File: config.mk
export PLATFORM = sky130hd
export DESIGN_NAME = up_data_demux
export DESIGN_NICKNAME = d
export VERILOG_FILES = /design/src/rtl/up_data_pkg.sv /design/src/rtl/up_data_demux_seq.sv /design/src/rtl/up_data_demux.sv
export SDC_FILE = /design/constraint.sdc
export NUM_CORES = 1
export LEC_CHECK = 0
export CAP_MARGIN = 20
export CORE_ASPECT_RATIO = 1.4
export CORE_MARGIN = 4
export CORE_UTILIZATION = 50
export CTS_BUF_LIST = sky130_fd_sc_hd__clkbuf_16
export DETAILED_ROUTE_END_ITERATION = 16
export PLACE_DENSITY_LB_ADDON = 0.2
export SLEW_MARGIN = 20
export SYNTH_ARGS = -nofsm -noshare
export SYNTH_HDL_FRONTEND = slang
export SYNTH_SLANG_ARGS = --single-unit
export TNS_END_PERCENT = 30
File: constraint.sdc
create_clock -name fifo_rdclk -period 2.8 [get_ports fifo_rdclk]
set_clock_uncertainty 0.2 [all_clocks]
set_input_delay 0.28 -clock fifo_rdclk [delete_from_list [all_inputs] [get_ports fifo_rdclk]]
set_output_delay 0.28 -clock fifo_rdclk [all_outputs]
set_load 0.1 [all_outputs]
File: src/rtl/up_data_pkg.sv
// up_data_pkg: shared definitions for the uplink receive demux.
//   - bit positions of the 64-bit up_data word fields
//   - default header sync byte
//   - lock FSM state type, channel id type, S1->S2 decode record
//   - payload_xor(): byte-wise XOR checksum of a 32-bit payload
package up_data_pkg;

  localparam int SYNC_MSB = 63;
  localparam int SYNC_LSB = 56;
  localparam int CH_MSB   = 55;
  localparam int CH_LSB   = 54;
  localparam int RSV_MSB  = 53;
  localparam int RSV_LSB  = 48;
  localparam int SEQ_MSB  = 47;
  localparam int SEQ_LSB  = 40;
  localparam int CHK_MSB  = 39;
  localparam int CHK_LSB  = 32;
  localparam int PL_MSB   = 31;
  localparam int PL_LSB   = 0;

  localparam logic [7:0] DEF_SYNC_BYTE = 8'hA5;
  localparam int         NUM_CH        = 4;

  typedef enum logic {HUNT = 1'b0, LOCKED = 1'b1} lock_state_t;

  typedef logic [1:0] ch_id_t;

  // Decoded word handed from S1 to S2.
  typedef struct packed {
    logic        hdr_ok;
    logic        chk_ok;
    ch_id_t      ch;
    logic [7:0]  seq;
    logic [31:0] payload;
  } dec_t;

  function automatic logic [7:0] payload_xor(input logic [31:0] p);
    return p[31:24] ^ p[23:16] ^ p[15:8] ^ p[7:0];
  endfunction

endpackage

File: src/rtl/up_data_demux_seq.sv
// up_seq_tracker: per-channel sequence continuity tracker.
//   fifo_rdclk, rst_n : clock, async active-low reset
//   acc               : a word for this channel is being delivered
//   clr               : lock just acquired; forget the expected value
//   seq               : sequence number of the delivered word
//   seq_err           : combinational, high when an initialised tracker sees
//                       an unexpected seq on an accepted word
module up_seq_tracker (
  input  logic       fifo_rdclk,
  input  logic       rst_n,
  input  logic       acc,
  input  logic       clr,
  input  logic [7:0] seq,
  output logic       seq_err
);

  logic [7:0] expected;
  logic       init;

  assign seq_err = acc && init && (seq != expected);

  // Always resync to seq+1 so a single gap costs one error, not a stream.
  always_ff @(posedge fifo_rdclk or negedge rst_n) begin
    if (!rst_n) begin
      expected <= '0;
      init     <= 1'b0;
    end else if (clr) begin
      init     <= 1'b0;
    end else if (acc) begin
      init     <= 1'b1;
      expected <= seq + 8'd1;
    end
  end

endmodule

File: src/rtl/up_data_demux.sv
// up_data_demux: receive-side demux for the 4-channel uplink word stream.
//   fifo_rdclk, rst_n      : clock, async active-low reset
//   data_valid, up_data    : incoming 64-bit framed words
//   chN_valid / chN_data   : per-channel payload strobe / held payload
//   sync_lock              : lock FSM is LOCKED
//   hdr_err/chk_err/seq_err: one-cycle error pulses
//   err_cnt                : saturating count of words with any error
// Optional: UP_DEMUX_CHKSUM_EN enables the payload XOR check; without it the
// checksum byte is ignored and chk_err stays 0.
// Pipeline: S1 captures the word and decodes it, S2 runs the FSM/trackers and
// registers outputs; a word sampled at edge T shows its outputs after T+2.
module up_data_demux
  import up_data_pkg::*;
#(
  parameter logic [7:0]  SYNC_BYTE = DEF_SYNC_BYTE,
  parameter int unsigned LOCK_GOOD = 2,
  parameter int unsigned LOCK_BAD  = 4
) (
  input  logic        fifo_rdclk,
  input  logic        rst_n,
  input  logic        data_valid,
  input  logic [63:0] up_data,
  output logic        ch1_valid,
  output logic        ch2_valid,
  output logic        ch3_valid,
  output logic        ch4_valid,
  output logic [31:0] ch1_data,
  output logic [31:0] ch2_data,
  output logic [31:0] ch3_data,
  output logic [31:0] ch4_data,
  output logic        sync_lock,
  output logic        hdr_err,
  output logic        chk_err,
  output logic        seq_err,
  output logic [15:0] err_cnt
);

  localparam logic [7:0] LG = 8'(LOCK_GOOD);
  localparam logic [7:0] LB = 8'(LOCK_BAD);

  logic [2:1]  vld_pipe;
  logic [63:0] s1_word;
  dec_t        s1_dec, s2;
  logic        s2_vld;

  lock_state_t state, state_nxt;
  logic [7:0]  good_cnt, bad_cnt;

  logic                     hdr_err_d, chk_err_d, acc_d, trk_clr;
  logic [NUM_CH-1:0]        acc_v, seq_err_v;
  logic [NUM_CH-1:0]        ch_vld_q;
  logic [NUM_CH-1:0][31:0]  ch_data_q;
  logic                     hdr_err_q, chk_err_q, seq_err_q;
  logic [15:0]              err_cnt_q;

  assign s2_vld = vld_pipe[2];

  // ---------------- S1: decode ----------------
  always_comb begin
    s1_dec         = '0;
    s1_dec.hdr_ok  = (s1_word[SYNC_MSB:SYNC_LSB] == SYNC_BYTE) &&
                     (s1_word[RSV_MSB:RSV_LSB] == '0);
    s1_dec.ch      = s1_word[CH_MSB:CH_LSB];
    s1_dec.seq     = s1_word[SEQ_MSB:SEQ_LSB];
    s1_dec.payload = s1_word[PL_MSB:PL_LSB];
`ifdef UP_DEMUX_CHKSUM_EN
    s1_dec.chk_ok  = (s1_word[CHK_MSB:CHK_LSB] == payload_xor(s1_word[PL_MSB:PL_LSB]));
`else
    s1_dec.chk_ok  = 1'b1;
`endif
  end

`ifndef UP_DEMUX_CHKSUM_EN
  logic [7:0] unused_chk;
  assign unused_chk = s1_word[CHK_MSB:CHK_LSB];
`endif

  always_ff @(posedge fifo_rdclk or negedge rst_n) begin
    if (!rst_n) begin
      vld_pipe <= '0;
      s1_word  <= '0;
      s2       <= '0;
    end else begin
      vld_pipe <= {vld_pipe[1], data_valid};
      if (data_valid)  s1_word <= up_data;
      if (vld_pipe[1]) s2      <= s1_dec;
    end
  end

  // ---------------- S2: lock FSM ----------------
  always_ff @(posedge fifo_rdclk or negedge rst_n) begin
    if (!rst_n) state <= HUNT;
    else        state <= state_nxt;
  end

  always_comb begin
    state_nxt = state;
    if (s2_vld) begin
      unique case (state)
        HUNT:    if (s2.hdr_ok && (good_cnt + 8'd1 >= LG)) state_nxt = LOCKED;
        LOCKED:  if (!s2.hdr_ok && (bad_cnt + 8'd1 >= LB)) state_nxt = HUNT;
        default: ;
      endcase
    end
  end

  // Nothing is delivered or flagged while hunting.
  always_comb begin
    hdr_err_d = s2_vld && (state == LOCKED) && !s2.hdr_ok;
    chk_err_d = s2_vld && (state == LOCKED) && s2.hdr_ok && !s2.chk_ok;
    acc_d     = s2_vld && (state == LOCKED) && s2.hdr_ok && s2.chk_ok;
    trk_clr   = s2_vld && (state == HUNT) && (state_nxt == LOCKED);
    acc_v     = '0;
    for (int i = 0; i < NUM_CH; i++)
      acc_v[i] = acc_d && (s2.ch == ch_id_t'(i));
  end

  always_ff @(posedge fifo_rdclk or negedge rst_n) begin
    if (!rst_n) begin
      good_cnt <= '0;
      bad_cnt  <= '0;
    end else if (s2_vld) begin
      if (state == HUNT) begin
        good_cnt <= (!s2.hdr_ok || state_nxt == LOCKED) ? 8'd0 : good_cnt + 8'd1;
        bad_cnt  <= '0;
      end else begin
        good_cnt <= '0;
        bad_cnt  <= (s2.hdr_ok || state_nxt == HUNT) ? 8'd0 : bad_cnt + 8'd1;
      end
    end
  end

  // ---------------- S2: per-channel sequence trackers ----------------
  for (genvar i = 0; i < NUM_CH; i++) begin : g_trk
    up_seq_tracker u_trk (
      .fifo_rdclk (fifo_rdclk),
      .rst_n      (rst_n),
      .acc        (acc_v[i]),
      .clr        (trk_clr),
      .seq        (s2.seq),
      .seq_err    (seq_err_v[i])
    );
  end

  // ---------------- S2: output registers ----------------
  always_ff @(posedge fifo_rdclk or negedge rst_n) begin
    if (!rst_n) begin
      ch_vld_q  <= '0;
      ch_data_q <= '0;
      hdr_err_q <= 1'b0;
      chk_err_q <= 1'b0;
      seq_err_q <= 1'b0;
      err_cnt_q <= '0;
    end else begin
      for (int i = 0; i < NUM_CH; i++) begin
        ch_vld_q[i] <= acc_v[i];
        if (acc_v[i]) ch_data_q[i] <= s2.payload;
      end
      hdr_err_q <= hdr_err_d;
      chk_err_q <= chk_err_d;
      seq_err_q <= |seq_err_v;
      if ((hdr_err_d || chk_err_d || (|seq_err_v)) && (err_cnt_q != 16'hFFFF))
        err_cnt_q <= err_cnt_q + 16'd1;
    end
  end

  assign {ch4_valid, ch3_valid, ch2_valid, ch1_valid} = ch_vld_q;
  assign ch1_data  = ch_data_q[0];
  assign ch2_data  = ch_data_q[1];
  assign ch3_data  = ch_data_q[2];
  assign ch4_data  = ch_data_q[3];
  assign sync_lock = (state == LOCKED);
  assign hdr_err   = hdr_err_q;
  assign chk_err   = chk_err_q;
  assign seq_err   = seq_err_q;
  assign err_cnt   = err_cnt_q;

endmodule
# == After elaboration in Yosys (flattened, before gate mapping) ==
# Index checks and enable logic that the tools add are counted.
# word_totals
register_bits,314
input_bits,67
out_inout_bits,152
elab_cells,101
# classes
n_addsub,4
n_lt_le_gt_ge,2
eq_ne,9
n_mux,16
bitwise,3
n_reduce_logical,40
# op_table
cell,count
$mux 8,4
$ne 8x8->1,4
$add 8x1->8 const B,3
$logic_and 1x1->1,23
$add 16x1->16 const B,1
$ne 16x16->1 const B,1
$mux 1,11
$eq 8x8->1 const B,1
$ge 8x2->1 const B,1
$ge 8x3->1 const B,1
$reduce_and 2->1,4
$reduce_bool 2->1,4
$logic_not 6->1,1
$eq 2x2->1 const B,2
$logic_or 1x1->1,4
$reduce_or 4->1,1
$not 1->1,3
$eq 2x1->1 const B,1
$logic_not 1->1,2
$logic_not 2->1,1
$pmux 1 s2,1

# == Logic depth before layout (Yosys ltp) ==
# Gate-level depths: netlist of the first run.
# logic_depth
depth_word,10
ltp_mapped,10
mapped_depth_nobuf,8

# == By module ==
# From an unflattened synthesis of the first run, not the netlist that was laid out.
# hier_totals
hier_cells,895
area_unflattened_um2,12538.3
# modules_own_cells
module,n_inst,cells_each,area_per_inst_um2,seq_area_each_um2
up_data_demux,1,655,10401.2,6756.5
up_seq_tracker,4,60,534.3,225.2

# == Worst setup path after synthesis of the first run ==
# OpenSTA, ideal clock, no wires.
# synth_path
path_type,reg2reg
startpoint,"register state, in the netlist sync_lock"
endpoint,"register err_cnt_q[14], in the netlist err_cnt[14]"
setup_ns,0.159
arrival_time_ns,2.722
slack_ns,-0.281
path_stages_with_launch,10
path_buffers,1
synth_period_minus_slack_ns,3.081
cell_sequence,dfrtp_1 > nand4_2 > or3_4 > clkinv_4 > o211ai_1 > and4_4 > a31oi_4 > buf_6 > nand4_1 > xnor2_1
# synth_via
elab_chain_len,9
word_cells_on_any_way,21
cone_classes,21 x reduce/logical
# synth_rtl
item,line,rtl
"start, declared",up_data_demux.sv:46,"lock_state_t state, state_nxt;"
"start signal, assigned",up_data_demux.sv:93,else state <= state_nxt;
$logic_and 1x1->1 (*),"up_data_demux.sv:109, up_data_demux.sv:110, up_data_demux.sv:111",
$logic_and 1x1->1,"up_data_demux.sv:110, up_data_demux.sv:111",
$logic_and 1x1->1,up_data_demux.sv:111,acc_d = s2_vld && (state == LOCKED) && s2.hdr_ok && s2.chk_ok;
$logic_and 1x1->1,up_data_demux.sv:115,acc_v[i] = acc_d && (s2.ch == ch_id_t'(i));
$logic_and 1x1->1 (2 in a row),up_data_demux_seq.sv:20,assign seq_err = acc && init && (seq != expected);
$reduce_or 4->1,up_data_demux.sv:162,if ((hdr_err_d || chk_err_d || (|seq_err_v)) && (err_cnt_q != 16'hFFFF))
$logic_or 1x1->1 (*),up_data_demux.sv:162,
$logic_and 1x1->1 (*),up_data_demux.sv:162,
"end signal, assigned",up_data_demux.sv:163,err_cnt_q <= err_cnt_q + 16'd1;
"end, declared",up_data_demux.sv:54,logic [15:0] err_cnt_q;
# Every way passes the cells marked *; elsewhere a longest branch is shown, timed or not.
# A chain may end at the register's enable or synchronous reset.

# == Worst setup path in the final report of the first run ==
# layout_path
startpoint,"register state, in the netlist sync_lock"
endpoint,"register err_cnt_q[9], in the netlist err_cnt[9]"
# The elaborated chain is that of the path after synthesis.

==> metrics.yaml, run 1 <==
path_clk_slew_ns: 0.06
clk_latency_ns: 0.54
p_seq_share_pct: 54.2
synthMuxAreaShare_pct: 18.9
cts_made_buffers: 29
slew_headroom_pct: 51.3
yosys_most_used_dff: "dfrtp_1"
synth-compound-area-share_pct: 2.64
syn_nets: 961
tns_ns: 0
critPathRequiredTime_ns: 3.01
power_density_mw_per_mm2: 590
vias_per_cell: 5.19
cts_tree: "done"
nNetsFinal: 1178
synth_cell_types: 44
wl_um: 26400
period_needed_ns: 2.41
rows: 66
synthCells: 889
fillerInstances: 1896
synth_common_cells: "dfrtp_1 (306), mux2_2 (200), nand2_1 (118)"
netlist_area_mm2: 0.0120
track_usage_pct: 20.0
synthXorXnorAreaFrac_pct: 4.15
ios: 219
die_h_um: 192
setup_violations: 0
place_congestion: 0.763
die_area_mm2: 0.0266
overflow: 0
vias: 7421
synthAdderAreaFrac_pct: 0.520
ys_seq_area_share_pct: 63.7
route.detailed.drc: 0
p_int_uw: 6850
peakVddDrop_mv: 0.510
synth_edf_count: 0
leakage_uw: 0.00742
syn2layout_area_growth_pct: 25.0
ys_ff_latch: 306
drv_cap: 0
antenna_found_initial: 0
async_flop_share_pct: 100
worstPathArrival_ns: 2.63
antenna_left: 0
synth_top_family_by_area: "multiplexers"
grt_pass1_wl_um: 43000
syn-mean-instance-area_um2: 13.5
synth_area_leaders: "dfrtp_1 (64%), mux2_2 (19%), nand2_1 (3.7%), xnor2_1 (3.6%), clkbuf_1 (1.1%)"
cp_max_fo: 10
synthSimpleGateAreaFrac_pct: 8.25
cts_root_buffer: "clkbuf_16"
h-tree-depth: 1
portBuffers: 210
grt_pass1_vias: 8024
fmaxAchievable_mhz: 414
grt_max_degree: 83
switching_share_pct: 22.7
drtIter0Drc: 273
crit_type: "flip-flop to flip-flop"
post-cts-setup-buffer-count: 0
core-area_mm2: 0.0235
start_util_pct: 51.3
die_w_um: 139
critPathCaptureType: "flip-flop"
crit_path_start_kind: "flip-flop"
yosysWarnings: 0
synth_area_leader_cell: "dfrtp_1"
finalHoldViolations: 0
combPwrFrac_pct: 6.0
clockBufferDepth: 3
p_switching_uw: 2010
antenna_cells: 0
status: "finished, final reports clean"
rsz0062_at_grt: "false"
cts_sinks: 306
layout-drive-gt1-share_pct: 37.3
wl_per_cell_um: 18.4
synth_most_common_cell: "dfrtp_1"
dp_hpwl_um: 17500
final_util_pct: 64.1
synth.top_cell.area_share_pct: 63.7
hold_path.class: "input pin to async pin"
slew_violations: 0
post-route-period-util_pct: 86.2
p_clk_share_pct: 39.8
drt-pass1-iter-count: 4
tightest_slew_ns: 0.730
repair_timing:
item / 4_1_cts / 5_1_grt
endpoints found under the setup margin: 0 / 0
hold buffers: 2 / 0
hold endpoints to repair: 76 / 0
gates resized for setup: 0 / 0
final timing paths:
check | depth (start not counted) | endpoint | slack (ns) | start
max in group asynchronous | 3 | err_cnt[10] | 1.52 | rst_n
min in group fifo_rdclk | 2 | s1_word[61] | 0.14 | up_data[61]
worst max-delay path | 9 | err_cnt[9] | 0.39 | sync_lock
worst max register to register | 9 | err_cnt[9] | 0.39 | sync_lock
worst min register to register | 2 | ch1_data[5] | 0.27 | ch1_data[5]
worst min-delay path | 2 | s1_word[50] | 0.1 | rst_n
worst max-delay path, cell delays in order, from the launching register on:
cell and delay [ns]:
dfrtp_2 0.43, nand4_2 0.12, buf_4 0.18, nor3b_2 0.21, o211ai_1 0.11, and4_4 0.21, a31oi_4 0.34, buf_4 0.21
nand4_1 0.11, xnor2_1 0.15
metal layers:
| metal | wire, um | share of wire, % | GRT usage, % |
|---|---|---|---|
| met5 | 0 | 0 | 0 |
| met4 | 606 | 2.3 | 5.23 |
| met3 | 1950 | 7.4 | 5.93 |
| met2 | 13600 | 51 | 35.7 |
| met1 | 10200 | 39 | 23.7 |
final cells by class:
| type | count | area [um^2] | share of cell area, % |
|---|---|---|---|
| Timing Repair Buffer | 231 | 1950 | 13.0 |
| Multi-Input combinational cell | 527 | 4160 | 27.7 |
| Clock buffer | 29 | 726 | 4.83 |
| Inverter | 11 | 46.3 | 0.308 |
| Tap cell | 306 | 383 | 2.55 |
| Clock inverter | 20 | 110 | 0.732 |
| Sequential cell | 306 | 7660 | 51.0 |
sequential cells by signal (all words and copies together) (netlist names), 4 cells and up:
name	flops
good_cnt	8
g_trk.u_trk.init	4
ch2_data	32
ch1_data	32
bad_cnt	8
err_cnt	16
s2	44
s1_word	56
ch_vld_q	4
ch3_data	32
ch4_data	32
g_trk.u_trk.expected	32
power groups by stage:
stage	logic (uW)	clock network (uW)	registers (uW)
floorplan	350	0	4760
global placement	538	0	4880
detailed placement	545	0	4890
CTS	552	3630	4810
global route	592	3810	4830
finish	535	3530	4800
metrics by stage:
stage / instances / total power, uW / setup WS, ns / instance area [um^2] / hold slack [ns]
floorplan: 889 / 5110 / 0.0648 / 12000 / -0.216
global placement: 1379 / 5420 / 0.446 / 14200 / 0.119
detailed placement: 1379 / 5430 / 0.406 / 14200 / 0.121
CTS: 1430 / 8990 / 0.368 / 15000 / 0.120
global route: 1430 / 9240 / 0.205 / 15000 / 0.122
finish: 1430 / 8870 / 0.386 / 15000 / 0.0995
logic make-up after synthesis:
family,Yosys count
AO/OA/AOI/OAI,50
XOR/XNOR,57
adder cells (fa/ha/maj),5
flip-flops,306
AND/OR/NAND/NOR,213
multiplexers,202
buffers and inverters,56
cell usage in the layout (no fill, tap or decap), types with 3 or more instances in the layout:
cell type        synthesis  final
nor2b_1                 12     12
nand3_1                 13     13
nor2_1                  25     24
a31oi_1                  3      3
clkinv_1                 0      5
o211ai_1                 5      5
a21oi_1                 19     19
xnor2_1                 50     50
nand2_1                118    118
mux2_2                 200    200
nor3_1                   3      3
buf_12                   0      5
inv_1                   10     20
and4_1                   4      4
nand4_1                 16     16
clkdlybuf4s50_1          0     56
o21ai_0                 10     10
and3_1                   8      8
buf_4                    1    166
clkbuf_16                0     29
clkinv_2                 0      3
a21o_1                   4      4
xor2_1                   7      7
dfrtp_1                306    304
ha_1                     5      5
(Power assumes the default switching activity.)
==> run 2: changes to the inputs <==
--- a/config.mk
+++ b/config.mk
@@ -8,10 +8,10 @@
 export CAP_MARGIN = 20
 export CORE_ASPECT_RATIO = 1.4
 export CORE_MARGIN = 4
-export CORE_UTILIZATION = 50
+export CORE_UTILIZATION = 52
 export CTS_BUF_LIST = sky130_fd_sc_hd__clkbuf_16
 export DETAILED_ROUTE_END_ITERATION = 16
-export PLACE_DENSITY_LB_ADDON = 0.2
+export PLACE_DENSITY_LB_ADDON = 0.25
 export SLEW_MARGIN = 20
 export SYNTH_ARGS = -nofsm -noshare
 export SYNTH_HDL_FRONTEND = slang
==> run 2 against run 1 <==
Compared with the run above:
- first-iteration DRC count increased by 36%
- critical path depth unchanged
- maximum frequency shrank 5.5%
- clock power grew 19%
- combinational power hardly changed
- register-to-register slack worse by 0.14 ns
- highest routed layer unchanged
- largest power group unchanged
==> metrics.yaml, run 2 (synthesis results as in run 1) <==
grt_pass1_vias: 7962  # -0.77%
vias: 7494  # +0.98%
period_needed_ns: 2.55  # +0.141 ns
top_register: "s1_word"
grt_pass1_wl_um: 42800  # -0.62%
worstPathArrival_ns: 2.77  # +0.14 ns
wl_um: 26500  # +0.47%
crit_path_max_incr_delay_ns: 0.43  # about the same
place_congestion: 0.751  # -1.6%
syn2layout_area_growth_pct: 26.4
slew_violations: 0  # unchanged
start_util_pct: 53.0  # +1.7 points
antenna_found_initial: 0  # unchanged
layout-drive-gt1-share_pct: 38.0  # +0.75 points
fin_ws_ns: 0.245  # -0.141 ns
path_clk_slew_ns: 0.07  # about the same
route.detailed.drc: 0  # unchanged
grt_max_degree: 72  # -13%
fillerInstances: 1704  # -10%
final_cell_mix: "dfrtp_1 (304), mux2_2 (200), buf_4 (166), nand2_1 (118), clkdlybuf4s50_1 (56)"
largest_reg_flops: 56  # unchanged
wl_met3_um: 2120  # +9.1%
power_uw: 9540  # +7.6%
clk_latency_ns: 0.54  # about the same
final_common_cell: "dfrtp_1"
tightest_slew_ns: 0.728  # -0.00210 ns
overflow: 0  # unchanged
crit_family: "simple AND/OR/NAND/NOR gates"
power_density_mw_per_mm2: 627  # +6.3%
slew_headroom_pct: 51.5  # +0.14 points
top_layer_used: "met4"
setup_violations: 0  # unchanged
critPathCaptureType: "flip-flop"
critPathLaunch: "sync_lock"
cts_made_buffers: 29  # unchanged
rows: 65  # -1.5%
core-area_mm2: 0.0227  # -3.2%
status: "finished, final reports clean"
die_w_um: 137  # -1.8%
track_usage_pct: 20.9  # +0.90 points
drtIter0Drc: 371  # +36%
whs_ns: 0.0928  # -0.00664 ns
clockBufferDepth: 3  # unchanged
slowest_stage: "or3_4"
dp_hpwl_um: 17300  # -0.88%
crit_type: "flip-flop to flip-flop"
top_regs: "s1_word: 56 flops, s2: 44 flops"
r2r_slack_ns: 0.25  # -0.14 ns
post-cts-setup-buffer-count: 0  # unchanged
crit_path_start_kind: "flip-flop"
h-tree-depth: 1  # unchanged
cts_root_buffer: "clkbuf_16"
die_area_mm2: 0.0257  # -3.7%
nNetsFinal: 1177  # -0.085%
worstRegToRegCells: 9  # unchanged
vias_per_cell: 5.24  # +1.1%
drv_cap: 0  # unchanged
peakVddDrop_mv: 0.650  # +27%
worstPathCellList: "nand4_2 -> or3_4 -> clkinv_4 -> o211ai_1 -> and4_4 -> a31oi_4 -> buf_4 -> nand4_1 -> xnor2_1"
path_buf_inv: 2  # unchanged
wl_met2_um: 13700  # +0.77%
cts_tree: "done"
hold_path.class: "input pin to async pin"
ios: 219  # unchanged
cts_sinks: 306  # unchanged
antenna_cells: 0  # unchanged
final_util_pct: 67.0  # +2.9 points
post-route-period-util_pct: 91.2  # +5.0 points
portBuffers: 210  # unchanged
r2r_end: "err_cnt[9]"
wl_per_cell_um: 18.5  # +0.54%
fmaxAchievable_mhz: 391  # -5.5%
cp_max_fo: 12  # +2
cts.repair.resized: 0  # unchanged
finalHoldViolations: 0  # unchanged
tns_ns: 0  # unchanged
met1_length_um: 10200  # -0.27%
antenna_left: 0  # unchanged
rsz0062_at_grt: "false"
die_h_um: 188  # -1.9%
leakage_uw: 0.00746  # +0.62%
drt-pass1-iter-count: 4  # unchanged
reg2reg_from: "sync_lock"
critPathRequiredTime_ns: 3.02  # about the same
dp_slack_ns: 0.244  # -0.162 ns
[run 2: changes by cell type in the layout (fill, tap and decap cells not counted), sizes merged]
cell / previous run / this run
clkinvlp: 0 / 3
bufinv: 1 / 7
inv: 21 / 14
buf: 173 / 172
clkinv: 9 / 12
[run 2: how the worst max path moves through the flow]
stage / cells after the start / end / slack (ns)
after floorplan: 9 / err_cnt[14] / 0.06
after global placement: 9 / err_cnt[9] / 0.30
after detailed placement: 9 / err_cnt[8] / 0.24
after CTS: 9 / err_cnt[8] / 0.23
after global routing: 9 / err_cnt[9] / 0.09
final: 9 / err_cnt[9] / 0.25
[run 2: area by class of cell]
type	count	area, um^2	area share [%]
Sequential cell	306	7660	50.4
Multi-Input combinational cell	527	4160	27.4
Tap cell	301	377	2.48
Inverter	11	46.3	0.304
Clock buffer	29	726	4.77
Clock inverter	25	312	2.05
Timing Repair Buffer	230	1930	12.7
[run 2: metal layers]
metal  GRT usage [%]  up-vias
li1                -     3478
met1            25.3     3810
met2            36.2      176
met3            6.71       30
met4            4.77        0
met5               0        -
[run 2: timing repair]
action | 4_1_cts | 5_1_grt
setup endpoints to repair | 0 | 0
hold buffers | 2 | 0
hold endpoints to repair | 221 | 0
[run 2: metrics by stage]
stage / cells / cell area, um^2
2_1_floorplan: 889 / 12000
3_3_place_gp: 1373 / 14200
3_5_place_dp: 1373 / 14200
4_1_cts: 1429 / 15200
5_1_grt: 1429 / 15200
6_report: 1429 / 15200
[run 2: power by group]
group / switching, uW / internal, uW
registers: 204 / 4590
logic: 227 / 305
clock network: 1660 / 2540
total: 2100 / 7440
[run 2: worst reg2reg max path, stage by stage (launching register included)]
cell and delay (ns):
dfrtp_2 0.42, nand4_2 0.24, or3_4 0.43, clkinv_4 0.06, o211ai_1 0.08, and4_4 0.22, a31oi_4 0.36, buf_4 0.20
nand4_1 0.10, xnor2_1 0.14
==> run 3: changes to the inputs <==
--- a/config.mk
+++ b/config.mk
@@ -8,11 +8,11 @@
 export CAP_MARGIN = 20
 export CORE_ASPECT_RATIO = 1.4
 export CORE_MARGIN = 4
-export CORE_UTILIZATION = 52
+export CORE_UTILIZATION = 40
 export CTS_BUF_LIST = sky130_fd_sc_hd__clkbuf_16
 export DETAILED_ROUTE_END_ITERATION = 16
 export PLACE_DENSITY_LB_ADDON = 0.25
-export SLEW_MARGIN = 20
+export SLEW_MARGIN = 5
 export SYNTH_ARGS = -nofsm -noshare
 export SYNTH_HDL_FRONTEND = slang
 export SYNTH_SLANG_ARGS = --single-unit
==> run 3 against run 2 <==
Compared with the run above:
- worst setup slack better by 0.17 ns
- critical path depth stayed put
- global-route usage fell by 3.8 points
- clock-buffer cell count is 2 higher
- final area increased by 0.15%
- cell count up 5.5%
- first-iteration DRC count decreased by 26%
- die area rose by 28%
- routed wire length grew 5.0%
- flip-flop and latch count stayed put
- clock power decreased by 8.6%
- critical path type unchanged
- largest cell class unchanged
- highest routed layer is now met5
==> metrics.yaml, run 3 (synthesis results as in run 1) <==
grt_pass1_vias: 8049  # +1.1%
drt-pass1-iter-count: 6  # +2
power_density_mw_per_mm2: 604  # -3.6%
worstPathArrival_ns: 2.62  # -0.15 ns
grt_max_degree: 66  # -8.3%
critical_path.most_common_cell: "buf_4"
h-tree-depth: 1  # unchanged
fmaxAchievable_mhz: 419  # +7.1%
drv_cap: 0  # unchanged
route.detailed.drc: 0  # unchanged
dp_cells: 1453  # +5.8%
die_h_um: 213  # +13%
top_regs: "s1_word: 56 flops, s2: 44 flops"
start_util_pct: 40.9  # -12 points
post-route-period-util_pct: 85.2  # -6.1 points
path_buf_inv: 2  # unchanged
slew_headroom_pct: 50.6  # -0.91 points
clockBufferDepth: 3  # unchanged
wl_met3_um: 2010  # -5.2%
clk_latency_ns: 0.55  # about the same
cp_max_fo: 12  # unchanged
top_layer_used: "met5"
crit_path_start_kind: "flip-flop"
critPathRequiredTime_ns: 3.04  # +0.02 ns
antenna_left: 0  # unchanged
tightest_slew_ns: 0.742  # +0.0136 ns
path_clk_slew_ns: 0.06  # about the same
p_seq_share_pct: 52.2  # +1.9 points
tns_ns: 0  # unchanged
post-cts-setup-buffer-count: 0  # unchanged
crit_path_max_incr_delay_ns: 0.42  # about the same
critPathLaunch: "sync_lock"
status: "finished, final reports clean"
top_register: "s1_word"
crit_family: "simple AND/OR/NAND/NOR gates"
cts_sinks: 306  # unchanged
peakVddDrop_mv: 0.560  # -14%
cts_tree: "done"
cts.repair.resized: 0  # unchanged
fin_cells: 1508  # +5.5%
wl_per_cell_um: 18.4  # -0.49%
rsz0062_at_grt: "false"
fillerInstances: 2558  # +50%
r2r_slack_ns: 0.41  # +0.17 ns
dp_hpwl_um: 18100  # +4.7%
grt_pass1_wl_um: 45100  # +5.5%
worstRegToRegCells: 9  # unchanged
place_congestion: 0.740  # -1.4%
nNetsFinal: 1179  # +0.17%
setup_violations: 0  # unchanged
crit_type: "flip-flop to flip-flop"
die_area_mm2: 0.0330  # +28%
worstPathCellList: "nand4_2 -> buf_4 -> nor3b_2 -> o211ai_1 -> and4_4 -> a31oi_4 -> buf_4 -> nand4_1 -> xnor2_1"
layout-drive-gt1-share_pct: 37.8  # -0.27 points
p_clk_share_pct: 41.8  # -2.3 points
p_int_uw: 7080  # -4.8%
met1_length_um: 11100  # +8.2%
wl_um: 27800  # +5.0%
switching_share_pct: 23.1  # +1.1 points
reg2reg_from: "sync_lock"
wl_met2_um: 14300  # +4.6%
vias: 7490  # -0.053%
track_usage_pct: 17.1  # -3.8 points
syn2layout_area_growth_pct: 26.6
antenna_found_initial: 1  # +1
finalHoldViolations: 0  # unchanged
largest_reg_flops: 56  # unchanged
period_needed_ns: 2.39  # -0.170 ns
placed_cell_area_mm2: 0.0143  # +0.93%
critPathCaptureType: "flip-flop"
p_switching_uw: 2120  # +1.3%
rows: 74  # +14%
slowest_stage: "dfrtp_2"
cts_made_buffers: 30  # +3.4%
portBuffers: 210  # unchanged
core-area_mm2: 0.0294  # +30%
combPwrFrac_pct: 5.9  # +0.3 points
ios: 219  # unchanged
die_w_um: 155  # +13%
r2r_end: "err_cnt[14]"
overflow: 0  # unchanged
cts_root_buffer: "clkbuf_16"
hold_path.class: "input pin to async pin"
final_common_cell: "dfrtp_1"
final_cell_area_mm2: 0.0152  # +0.15%
slew_violations: 0  # unchanged
vias_per_cell: 4.97  # -5.3%
final_cell_mix: "dfrtp_1 (304), mux2_2 (200), buf_4 (165), nand2_1 (118), clkdlybuf4s50_1 (56)"
antenna_cells: 0  # unchanged
leakage_uw: 0.00745  # -0.19%
drtIter0Drc: 275  # -26%
-- run 3: cell count changes in the layout (fill, tap and decap cells not counted), sizes merged --
cell / change
buf: +1
bufinv: -5
clkbuf: +2
clkinv: +4
clkinvlp: -3
inv: +1
-- run 3: metal layers --
layer / track usage [%] / up-vias
met5: 0 / -
met4: 3.90 / 2
met3: 5.39 / 36
met2: 29.8 / 152
met1: 20.9 / 3824
li1: - / 3476
-- run 3: repair_timing --
action / CTS / global route
endpoints found under the hold margin: 277 / 0
endpoints found under the setup margin: 0 / 0
hold buffers: 2 / 0
-- run 3: per-stage QoR --
stage / setup slack, ns / util [%] / hold slack, ns / power (uW)
6_report: 0.415 / 51.7 / 0.0633 / 9200
5_1_grt: 0.258 / 51.7 / 0.112 / 9610
4_1_cts: 0.391 / 51.7 / 0.0720 / 9350
3_5_place_dp: 0.415 / 48.5 / 0.0813 / 5450
3_3_place_gp: 0.427 / 48.5 / 0.0818 / 5430
2_1_floorplan: 0.0648 / - / -0.216 / 5110
-- run 3: final cells by class --
class                   count  area [um^2]  share of cell area, %
clock buffers              31          776                   5.09
flip-flops and latches    306         7660                   50.3
well taps                 380          475                   3.12
clock inverters            22          153                   1.00
inverters                  11         46.3                  0.304
repair buffers            231         1960                   12.9
multi-input cells         527         4160                   27.3
-- run 3: worst max-delay path by stage --
stage	cells after the start	end	slack [ns]
CTS	9	err_cnt[15]	0.39
detailed placement	9	err_cnt[15]	0.41
finish	9	err_cnt[14]	0.41
global placement	9	err_cnt[14]	0.43
global route	9	err_cnt[14]	0.26
floorplan	9	err_cnt[14]	0.06
-- run 3: power groups by stage --
stage / registers, uW / logic, uW / clock network (uW)
3_5_place_dp: 4890 / 560 / 0
2_1_floorplan: 4760 / 350 / 0
3_3_place_gp: 4880 / 552 / 0
5_1_grt: 4830 / 609 / 4180
6_report: 4800 / 547 / 3850
4_1_cts: 4810 / 565 / 3980
